--- src/rtl/mem_access_pkg.sv ---
// rtl/mem_access_pkg.sv - shared types, lane constants and request helpers for mem_access_unit
package mem_access_pkg;

  typedef enum logic [1:0] {
    KIND_FETCH = 2'd0,
    KIND_LOAD  = 2'd1,
    KIND_STORE = 2'd2,
    KIND_RSVD  = 2'd3
  } req_kind_t;

  typedef enum logic [1:0] {
    SIZE_BYTE = 2'd0,
    SIZE_HALF = 2'd1,
    SIZE_WORD = 2'd2,
    SIZE_RSVD = 2'd3
  } req_size_t;

  typedef enum logic [1:0] {
    ST_IDLE = 2'd0,
    ST_BUS  = 2'd1,
    ST_RESP = 2'd2
  } mau_state_t;

  localparam logic [3:0] BE_BYTE = 4'b0001;
  localparam logic [3:0] BE_HALF = 4'b0011;
  localparam logic [3:0] BE_WORD = 4'b1111;

  // Fetches are always full words; the reserved size code also means word.
  function automatic req_size_t norm_size(req_kind_t kind, req_size_t size);
    if (kind == KIND_FETCH || size == SIZE_RSVD) return SIZE_WORD;
    return size;
  endfunction

  function automatic logic misaligned(req_size_t size, logic [1:0] off);
    case (size)
      SIZE_BYTE: return 1'b0;
      SIZE_HALF: return off[0];
      default:   return (off != 2'b00);
    endcase
  endfunction

endpackage

--- src/rtl/mem_access_unit_if.sv ---
// rtl/mem_access_unit_if.sv - request/response and memory bus interfaces for mem_access_unit
// mau_req_if: control FSM side (req_* in, req_ready/done/err/instr/mdr out of the unit).
// mau_bus_if: single-port memory bus with waitrequest stall.
interface mau_req_if #(parameter int unsigned ADDR_W = 32);
  logic              req_valid;
  logic              req_ready;
  logic [1:0]        req_kind;
  logic [1:0]        req_size;
  logic              req_signed;
  logic [ADDR_W-1:0] req_addr;
  logic [31:0]       req_wdata;
  logic              done;
  logic              err;
  logic [31:0]       instr;
  logic [31:0]       mdr;

  modport master (
    output req_valid, req_kind, req_size, req_signed, req_addr, req_wdata,
    input  req_ready, done, err, instr, mdr
  );
  modport slave (
    input  req_valid, req_kind, req_size, req_signed, req_addr, req_wdata,
    output req_ready, done, err, instr, mdr
  );
endinterface

interface mau_bus_if #(parameter int unsigned ADDR_W = 32);
  logic [ADDR_W-1:0] address;
  logic              read;
  logic              write;
  logic [3:0]        byteenable;
  logic [31:0]       writedata;
  logic [31:0]       readdata;
  logic              waitrequest;

  modport master (
    output address, read, write, byteenable, writedata,
    input  readdata, waitrequest
  );
  modport slave (
    input  address, read, write, byteenable, writedata,
    output readdata, waitrequest
  );
endinterface

--- src/rtl/mem_access_unit_lane_align.sv ---
// rtl/mem_access_unit_lane_align.sv - combinational byte-lane steering for loads and stores
// Inputs: size, sgn (sign-extend), offset (addr[1:0]), readdata, wdata.
// Outputs: byteenable, writedata (replicated store data), load_value (aligned, extended).
module lane_align
  import mem_access_pkg::*;
(
  input  req_size_t   size,
  input  logic        sgn,
  input  logic [1:0]  offset,
  input  logic [31:0] readdata,
  input  logic [31:0] wdata,
  output logic [3:0]  byteenable,
  output logic [31:0] writedata,
  output logic [31:0] load_value
);

  logic [7:0]  rd_byte;
  logic [15:0] rd_half;

  always_comb begin
    rd_byte    = readdata[{offset, 3'b000} +: 8];
    // Halves are only ever aligned, so offset[1] alone picks the lane pair.
    rd_half    = readdata[{offset[1], 4'b0000} +: 16];
    byteenable = BE_WORD;
    writedata  = wdata;
    load_value = readdata;
    case (size)
      SIZE_BYTE: begin
        byteenable = BE_BYTE << offset;
        writedata  = {4{wdata[7:0]}};
        load_value = {{24{sgn & rd_byte[7]}}, rd_byte};
      end
      SIZE_HALF: begin
        byteenable = BE_HALF << {offset[1], 1'b0};
        writedata  = {2{wdata[15:0]}};
        load_value = {{16{sgn & rd_half[15]}}, rd_half};
      end
      default: begin
      end
    endcase
  end

endmodule

--- src/rtl/mem_access_unit.sv ---
// rtl/mem_access_unit.sv - multicycle MIPS memory access stage (fetch/load/store over a waitrequest bus)
// Ports: clk, rst_n (async active-low), req (mau_req_if.slave: request in, done/err/instr/mdr out),
// bus (mau_bus_if.master: registered address/byteenable/writedata, read/write strobes).
module mem_access_unit
  import mem_access_pkg::*;
#(
  parameter int unsigned ADDR_W      = 32,
  parameter logic [31:0] RESET_INSTR = 32'h0000_0000
) (
  input logic       clk,
  input logic       rst_n,
  mau_req_if.slave  req,
  mau_bus_if.master bus
);

  mau_state_t        state, state_nxt;
  req_kind_t         kind_q, in_kind;
  req_size_t         size_q, in_size, la_size;
  logic              sgn_q, err_q, in_mis;
  logic [1:0]        off_q, la_off;
  logic [ADDR_W-1:0] address_q;
  logic [3:0]        be_q, la_be;
  logic [31:0]       wd_q, la_wd, la_load, instr_q, mdr_q;
  logic              accept, bus_done;

  always_comb begin
    in_kind = (req.req_kind == 2'd3) ? KIND_FETCH : req_kind_t'(req.req_kind);
    in_size = norm_size(in_kind, req_size_t'(req.req_size));
    in_mis  = misaligned(in_size, req.req_addr[1:0]);
  end

  assign accept   = (state == ST_IDLE) && req.req_valid;
  assign bus_done = (state == ST_BUS) && !bus.waitrequest;

  // One aligner serves both phases: in IDLE it shapes the incoming store/enables,
  // afterwards it extracts the load value from the latched size/offset.
  assign la_size = (state == ST_IDLE) ? in_size : size_q;
  assign la_off  = (state == ST_IDLE) ? req.req_addr[1:0] : off_q;

  lane_align u_lane_align (
    .size       (la_size),
    .sgn        (sgn_q),
    .offset     (la_off),
    .readdata   (bus.readdata),
    .wdata      (req.req_wdata),
    .byteenable (la_be),
    .writedata  (la_wd),
    .load_value (la_load)
  );

  always_comb begin
    state_nxt = state;
    case (state)
      ST_IDLE: if (req.req_valid) state_nxt = in_mis ? ST_RESP : ST_BUS;
      ST_BUS:  if (!bus.waitrequest) state_nxt = ST_RESP;
      ST_RESP: state_nxt = ST_IDLE;
      default: state_nxt = ST_IDLE;
    endcase
  end

  always_ff @(posedge clk or negedge rst_n) begin
    if (!rst_n) state <= ST_IDLE;
    else        state <= state_nxt;
  end

  always_ff @(posedge clk or negedge rst_n) begin
    if (!rst_n) begin
      kind_q    <= KIND_FETCH;
      size_q    <= SIZE_WORD;
      sgn_q     <= 1'b0;
      off_q     <= 2'b00;
      err_q     <= 1'b0;
      address_q <= '0;
      be_q      <= 4'b0000;
      wd_q      <= 32'h0;
      instr_q   <= RESET_INSTR;
      mdr_q     <= 32'h0;
    end else begin
      if (accept) begin
        kind_q <= in_kind;
        size_q <= in_size;
        sgn_q  <= req.req_signed;
        off_q  <= req.req_addr[1:0];
        err_q  <= in_mis;
        if (!in_mis) begin
          address_q <= {req.req_addr[ADDR_W-1:2], 2'b00};
          be_q      <= la_be;
          wd_q      <= la_wd;
        end
      end
      if (bus_done) begin
        if (kind_q == KIND_FETCH)     instr_q <= bus.readdata;
        else if (kind_q == KIND_LOAD) mdr_q   <= la_load;
      end
    end
  end

  // Strobes decode from registered state only, so reset drops them at once
  // and waitrequest never reaches an output combinationally.
  assign bus.read       = (state == ST_BUS) && (kind_q != KIND_STORE);
  assign bus.write      = (state == ST_BUS) && (kind_q == KIND_STORE);
  assign bus.address    = address_q;
  assign bus.byteenable = be_q;
  assign bus.writedata  = wd_q;

  assign req.req_ready = (state == ST_IDLE);
  assign req.done      = (state == ST_RESP);
  assign req.err       = (state == ST_RESP) && err_q;
  assign req.instr     = instr_q;
  assign req.mdr       = mdr_q;

endmodule
--- src/flat_wrapper.sv ---
// flat-port wrapper written by rule: the top's interface ports become plain ports
module mem_access_unit_flat import mem_access_pkg::*;
#(
  parameter int unsigned ADDR_W      = 32,
  parameter logic [31:0] RESET_INSTR = 32'h0000_0000
)
  (clk, rst_n, req_req_valid, req_req_kind, req_req_size, req_req_signed, req_req_addr, req_req_wdata, req_req_ready, req_done, req_err, req_instr, req_mdr, bus_address, bus_read, bus_write, bus_byteenable, bus_writedata, bus_readdata, bus_waitrequest);
  mau_req_if #(.ADDR_W(ADDR_W)) req_i ();
  mau_bus_if #(.ADDR_W(ADDR_W)) bus_i ();
  input logic clk;
  input logic rst_n;
  input wire logic [$bits(req_i.req_valid)-1:0] req_req_valid;
  input wire logic [$bits(req_i.req_kind)-1:0] req_req_kind;
  input wire logic [$bits(req_i.req_size)-1:0] req_req_size;
  input wire logic [$bits(req_i.req_signed)-1:0] req_req_signed;
  input wire logic [$bits(req_i.req_addr)-1:0] req_req_addr;
  input wire logic [$bits(req_i.req_wdata)-1:0] req_req_wdata;
  output wire logic [$bits(req_i.req_ready)-1:0] req_req_ready;
  output wire logic [$bits(req_i.done)-1:0] req_done;
  output wire logic [$bits(req_i.err)-1:0] req_err;
  output wire logic [$bits(req_i.instr)-1:0] req_instr;
  output wire logic [$bits(req_i.mdr)-1:0] req_mdr;
  output wire logic [$bits(bus_i.address)-1:0] bus_address;
  output wire logic [$bits(bus_i.read)-1:0] bus_read;
  output wire logic [$bits(bus_i.write)-1:0] bus_write;
  output wire logic [$bits(bus_i.byteenable)-1:0] bus_byteenable;
  output wire logic [$bits(bus_i.writedata)-1:0] bus_writedata;
  input wire logic [$bits(bus_i.readdata)-1:0] bus_readdata;
  input wire logic [$bits(bus_i.waitrequest)-1:0] bus_waitrequest;
  assign req_i.req_valid = req_req_valid;
  assign req_i.req_kind = req_req_kind;
  assign req_i.req_size = req_req_size;
  assign req_i.req_signed = req_req_signed;
  assign req_i.req_addr = req_req_addr;
  assign req_i.req_wdata = req_req_wdata;
  assign req_req_ready = req_i.req_ready;
  assign req_done = req_i.done;
  assign req_err = req_i.err;
  assign req_instr = req_i.instr;
  assign req_mdr = req_i.mdr;
  assign bus_address = bus_i.address;
  assign bus_read = bus_i.read;
  assign bus_write = bus_i.write;
  assign bus_byteenable = bus_i.byteenable;
  assign bus_writedata = bus_i.writedata;
  assign bus_i.readdata = bus_readdata;
  assign bus_i.waitrequest = bus_waitrequest;
  mem_access_unit #(.ADDR_W(ADDR_W), .RESET_INSTR(RESET_INSTR)) u_core (.clk(clk), .rst_n(rst_n), .req(req_i), .bus(bus_i));
endmodule
--- config.mk ---
export PLATFORM = sky130hd
export DESIGN_NAME = mem_access_unit_flat
export DESIGN_NICKNAME = d
export VERILOG_FILES = /design/src/rtl/mem_access_pkg.sv /design/src/rtl/mem_access_unit_if.sv /design/src/rtl/mem_access_unit_lane_align.sv /design/src/rtl/mem_access_unit.sv /design/src/flat_wrapper.sv
export SDC_FILE = /design/constraint.sdc
export NUM_CORES = 1
export LEC_CHECK = 0
export BUFFER_PORTS_ARGS = -buffer_cell sky130_fd_sc_hd__buf_2
export CORE_ASPECT_RATIO = 0.75
export CORE_MARGIN = 1
export CORE_UTILIZATION = 35
export CTS_BUF_LIST = sky130_fd_sc_hd__clkbuf_4
export DETAILED_ROUTE_END_ITERATION = 6
export HOLD_SLACK_MARGIN = 0.1
export SYNTH_ARGS = -nofsm -noshare
export SYNTH_HDL_FRONTEND = slang
export SYNTH_HIERARCHICAL = 1
export SYNTH_SLANG_ARGS = --single-unit
--- constraint.sdc ---
create_clock -name clk -period 2.5 [get_ports clk]
set_input_delay 0.5 -clock clk [delete_from_list [all_inputs] [get_ports clk]]
set_output_delay 0.5 -clock clk [all_outputs]
set_load 0.02 [all_outputs]
==> metrics.txt, run 1 <==
Worst Hold Class input pin to register; Worst-Skew Late Latency about 540 ps; crit path kind register to register; die height approximately 120 um; Setup Skew between 15 and 20 ps; number of enable flip-flop cells after synthesis 0; Levels on crit path 6; register area share after synthesis 0.5312; largest net degree at the start of global routing 63; commonest cells in the synthesized netlist 139 x dfrtp_1, 123 x mux2_2, 36 x a21oi_1, 30 x mux2_4, 15 x mux2i_1; initial antenna violation count 0; Vias a little under 5000; reg-to-reg slack, setup around 150 ps; CP Capture Type register; Critical path buffers and inverters 0; Async S/R FF share, synth 1.000; die area slightly below 20000 um^2; filler cell count about 1700; CP max stage cell mux4_2; cell depth of the worst min-delay path 2; Fmax between 0.4 and 0.5 GHz; Post-route DRC 0; Design Power between 10000 and 15000 uW; number of global-route vias before repair between 4000 and 5000; Sum Neg Setup Slack 0 ps; DPL Wire Length approximately 13000 um; Hold WS ~180 ps; first-pass GRT wire length approximately 27000 um; number of synthesized register bits 140; worst vdd ir 0.5766 mV; Final period util 0.9413; Inst Count DP 954; met1 usage 0.2424; Top Ports 242; remaining global-route overflow 0; Yosys top cell area share 0.5272; Antenna Cells 0; worst r2r path cells 6; DR vias/cell 4.919; end point of the critical path u_core/req.mdr[10]$_DFFE_PN0P_; max-cap check violation count 0; Total GRT Usage 0.1854; DRT Wirelength 17210 um; CP arrival 2770 ps; initial core utilization 0.3575; Synth Warn # 6; Slew Limit Headroom 0.2952; synthesized cell area 6598 um^2; CTS Buf Count 17; dominant synthesized flop cell dfrtp_1; clk buf depth 2; leakage power 0.004153 uW; RR Endpoint u_core/req.mdr[10]$_DFFE_PN0P_; layer with the highest usage met2; Core ar. between 15000 and 20000 um^2; Synth area leader dfrtp_1; CTS Root Buffer Type clkbuf_4; crit-path cells nor2_4 > mux2_2 > mux4_2 > and3_4 > a221o_1 > mux2_4; count of different cell masters after synthesis 42; Worst Tran Pin Value ~1100 ps; Die X-Extent between 150 and 200 um; CTS Sinks 140; met2 Track Usage GR 0.2903; RePlAce Congestion between 0.7 and 0.8; Final Hold Viols 0; Cells after Synth roughly 490; CP Launch Point u_core/state[1]$_DFFE_PN0P_; WL/cell around 17 um; met3 Use GR 0.06835; RR Startpoint u_core/state[1]$_DFFE_PN0P_; final net count ~830; RSZ-0062 raised after global routing no; status complete, no violations; CP top delay family multiplexers; crit path time final between 2000 and 2500 ps; largest cells by area after synthesis dfrtp_1 53%, mux2_2 21%, mux2_4 6.8%, a21oi_1 2.7%, mux2i_1 2.3%; Post-CTS Setup Repair Bufs 0; Final Non-Filler Cells 987; crit start category register; top-count cell post-synth dfrtp_1; Final setup viols 0; syn avg cell area 13.60 um^2; crit-path max FO 7; CTS tree done; # port buffers approximately 240; Worst-path clk slew 130 ps; pwr dens between 1000 and 1500 nW/um^2; H-tree level count 4; DR pass1 iterations 5; CP max stage delay approximately 460 ps; Synth-to-Final Area Change 29.21%; Worst Path Required 2920 ps; number of cell rows between 40 and 50; Max Slew Vio Count 0; share of post-route cells with drive strength above 1 0.6270; Post-DRT Antenna Nets 0; DRT iter0 DRCs about 230
-- kinds of logic (layout without fill, tap and decap cells) --
group | after synthesis | count (layout) | share of synthesized area
mux | 170 | 170 | 0.3061
flops | 140 | 140 | 0.5312
compound gates | 79 | 79 | 0.07889
buf+inv | 48 | 302 | 0.04305
simple gates | 45 | 45 | 0.03641
fa+ha+maj | 2 | 2 | 0.003792
other cells | 1 | 2 | 0.0005684
-- stage by stage --
stage          setup slack, ps  utilization  instance area, um^2
2_1_floorplan            10.68            -                 6609
3_3_place_gp            -180.2       0.4415                 8148
3_5_place_dp            -249.4       0.4415                 8148
4_1_cts                  44.56       0.4612                 8511
5_1_grt                  24.75       0.4619                 8524
6_report                 146.7       0.4619                 8524
-- final cells by class --
class,count,area [um^2],share of cell area
flip-flops and latches,140,3505,0.4111
clock inverters,14,217.7,0.02554
multi-input cells,298,2873,0.3370
well taps,247,309.0,0.03625
repair buffers,265,1463,0.1716
clock buffers,18,135.1,0.01585
inverters,5,22.52,0.002642
-- registers in the layout (all words and copies together) (netlist names) --
register               count
u_core/bus.address        30
u_core/bus.byteenable      4
u_core/bus.writedata      32
u_core/err_q               1
u_core/kind_q              2
u_core/off_q               2
u_core/req.instr          32
u_core/req.mdr            32
u_core/sgn_q               1
u_core/size_q              2
u_core/state               2
-- worst min path at each step --
stage,end,slack (ps),startpoint
after floorplan,u_core/bus.address[10]$_DFFE_PN0P_,200,rst_n
after global placement,u_core/size_q[0]$_DFFE_PN0P_,460,u_core/size_q[0]$_DFFE_PN0P_
after detailed placement,u_core/size_q[0]$_DFFE_PN0P_,470,u_core/size_q[0]$_DFFE_PN0P_
after CTS,u_core/bus.address[27]$_DFFE_PN0P_,100,req_req_addr[27]
after global routing,u_core/bus.address[5]$_DFFE_PN0P_,100,req_req_addr[5]
final,u_core/bus.address[27]$_DFFE_PN0P_,180,req_req_addr[27]
-- cells in the final DEF, fill, tap and decap left out, types with 2 or more instances in the layout --
cell	instances
mux2_4	30
clkbuf_4	18
buf_12	5
nor2b_1	5
dfrtp_1	139
bufinv_16	5
clkinvlp_4	3
mux2i_1	15
a22o_1	7
a21oi_1	35
inv_6	2
a221o_1	14
ha_1	2
nor2_1	11
o21ai_0	11
o21bai_1	5
a21oi_4	2
inv_1	3
nand2_1	14
buf_2	238
mux2_2	123
clkinv_4	3
or3b_1	2
conb_1	2
buf_4	20
-- metal layers --
metal	vias up	wire, um
met4	0	115
met2	190	7945
met3	9	1372
met1	2415	7779
li1	2241	-
met5	-	0
-- repair_timing --
| action | CTS | global route |
|---|---|---|
| setup endpoints to repair | 0 | 12 |
| hold buffers | 1 | 0 |
| resized for setup | 0 | 4 |
| hold endpoints to repair | 56 | 0 |
-- worst register-to-register path, cell delays in order, from the launching register on --
cell	delay, ps
dfrtp_1	420
nor2_4	180
mux2_2	410
mux4_2	460
and3_4	230
a221o_1	280
mux2_4	270
-- report_power, final --
group | internal [uW] | switching (uW)
Combinational | 2150 | 2710
Clock | 911 | 861
Sequential | 3300 | 568
Total | 6360 | 4130
(Power assumes the default switching activity.)
==> run 2: changes to the inputs <==
--- a/config.mk
+++ b/config.mk
@@ -5,13 +5,18 @@
 export SDC_FILE = /design/constraint.sdc
 export NUM_CORES = 1
 export LEC_CHECK = 0
+export ABC_CLOCK_PERIOD_IN_PS = 2500
 export BUFFER_PORTS_ARGS = -buffer_cell sky130_fd_sc_hd__buf_2
+export CELL_PAD_IN_SITES_DETAIL_PLACEMENT = 1
+export CELL_PAD_IN_SITES_GLOBAL_PLACEMENT = 1
 export CORE_ASPECT_RATIO = 0.75
 export CORE_MARGIN = 1
 export CORE_UTILIZATION = 35
 export CTS_BUF_LIST = sky130_fd_sc_hd__clkbuf_4
 export DETAILED_ROUTE_END_ITERATION = 6
 export HOLD_SLACK_MARGIN = 0.1
+export PLACE_DENSITY_LB_ADDON = 0.1
+export SLEW_MARGIN = 20
 export SYNTH_ARGS = -nofsm -noshare
 export SYNTH_HDL_FRONTEND = slang
 export SYNTH_HIERARCHICAL = 1
==> metrics.txt, run 2 (synthesized netlist as in run 1, its figures left out) <==
status complete, no violations; crit path kind register to register; layer with the highest usage met2; CP Capture Type register; RSZ-0062 raised after global routing no; Final Non-Filler Cells around 1000; die area 19410 um^2; Core ar. ~18000 um^2; Die X-Extent roughly 160 um; DR vias/cell 4.862; Worst Hold Class input pin to register; CTS Sinks 140; Top Ports 242; Post-DRT Antenna Nets 0; Fmax 0.4239 GHz; initial core utilization 0.3575; final net count approximately 860; # port buffers 239; multi-input logic area between 2000 and 3000 um^2; clk buf depth 2; CTS Root Buffer Type clkbuf_4; Reg area 3506 um^2; Net Switching 4304 uW; Max Slew Vio Count 0; share of post-route cells with drive strength above 1 0.6086; number of cell rows 43; Comb power frac 0.484; commonest non-fill, non-tap cells in the layout 238 x buf_2, 138 x dfrtp_1, 123 x mux2_2; worst vdd ir roughly 0.46 mV; max-cap check violation count 0; die height 120.9 um; CTS Buf Count 17; Worst-path clk slew between 100 and 150 ps; Final setup viols 0; first-pass GRT wire length 29650 um; Post-CTS Setup Repair Bufs 0; WL/cell roughly 19 um; filler cell count 2008; Worst Tran Pin Value between 600 and 700 ps; DPL Wire Length 13820 um; switching share of power 0.4167; pwr dens 1185 nW/um^2; met2 Track Usage GR 0.3236; Post-route DRC 0; P_int 6026 uW; part of the power in registers 0.372; DRT Wirelength roughly 19000 um; Final Hold Viols 0; CP arrival between 2000 and 3000 ps; Vias approximately 4900; Synth-to-Final Area Change 32.14%; Slew Limit Headroom 0.5456; Worst-Skew Late Latency roughly 560 ps; crit-path max FO 7; largest net degree at the start of global routing 55; DR pass1 iterations 4; final core occ 0.4724; remaining global-route overflow 0; leakage power between 0.004 and 0.005 uW; crit start category register; Total GRT Usage 0.2010; initial antenna violation count 1; DRT iter0 DRCs approximately 140; crit path time final 2359 ps; RePlAce Congestion 0.7551; met1 usage 0.2604; number of global-route vias before repair around 5300; commonest non-fill, non-tap cell in the layout buf_2; met3 Use GR 0.05776; clock network power share 0.144; Worst Path Required ~3000 ps; Final period util 0.9437; H-tree level count 4; CTS tree done; Inst Count DP around 950; Setup Skew around 25 ps
## run 2: what timing repair did
| action | CTS | global route |
|---|---|---|
| hold endpoints to repair | 66 | 0 |
| resized for setup | 0 | 4 |
| hold buffers | 25 | 0 |
| setup endpoints to repair | 0 | 14 |
## run 2: worst paths after layout
kind                                         startpoint                            endpoint  slack, ps  cells after the start
max reg2reg                 u_core/state[0]$_DFFE_PN0P_      u_core/req.mdr[14]$_DFFE_PN0P_        140                      6
max                         u_core/state[0]$_DFFE_PN0P_      u_core/req.mdr[14]$_DFFE_PN0P_        140                      6
min reg2reg                u_core/size_q[0]$_DFFE_PN0P_        u_core/size_q[0]$_DFFE_PN0P_        500                      2
max in group asynchronous                         rst_n        u_core/size_q[1]$_DFFE_PN1P_       1400                      3
min                                    req_req_addr[17]  u_core/bus.address[17]$_DFFE_PN0P_        170                      2
min in group asynchronous                         rst_n    u_core/req.instr[22]$_DFFE_PN0P_        420                      2
## run 2: per-stage QoR
stage | hold WS (ps) | total power (uW) | worst slack (ps) | TNS [ps] | instance area (um^2)
4_1_cts | 100.2 | 10490 | 41.59 | 0 | 8702
3_3_place_gp | 450.0 | 8746 | -226.8 | -8397 | 8173
2_1_floorplan | 204.4 | 7015 | 10.68 | 0 | 6609
5_1_grt | 108.9 | 11000 | 56.54 | 0 | 8718
3_5_place_dp | 459.3 | 8925 | -311.7 | -11340 | 8173
6_report | 165.1 | 10330 | 140.7 | 0 | 8718
## run 2: power groups by stage
stage | logic, uW | clock network, uW | registers, uW
5_1_grt | 5350 | 1650 | 4010
6_report | 5000 | 1490 | 3850
4_1_cts | 5050 | 1570 | 3870
3_5_place_dp | 5010 | 0 | 3920
2_1_floorplan | 1900 | 0 | 5110
3_3_place_gp | 4900 | 0 | 3840
## run 2: per-layer routing
metal / routed length [um] / vias to the layer above
met1: 8403 / 2449
met3: 1259 / 18
li1: - / 2290
met4: 287 / 0
met5: 0 / -
met2: 9045 / 163
## run 2: cell type report
type / instances / area share
clock inverter: 15 / 0.01737
tap: 247 / 0.03545
sequential: 140 / 0.4021
antenna: 1 / 0.0002870
multi-input combinational: 298 / 0.3298
inverter: 5 / 0.002153
clock buffer: 17 / 0.01464
timing repair buffer: 289 / 0.1982
## run 2: worst max-delay path, stage by stage (launching register included)
cell     delay, ps
dfrtp_2        480
nor2_4         120
mux2_2         400
mux4_2         480
and3_4         230
a221o_1        280
mux2_4         270
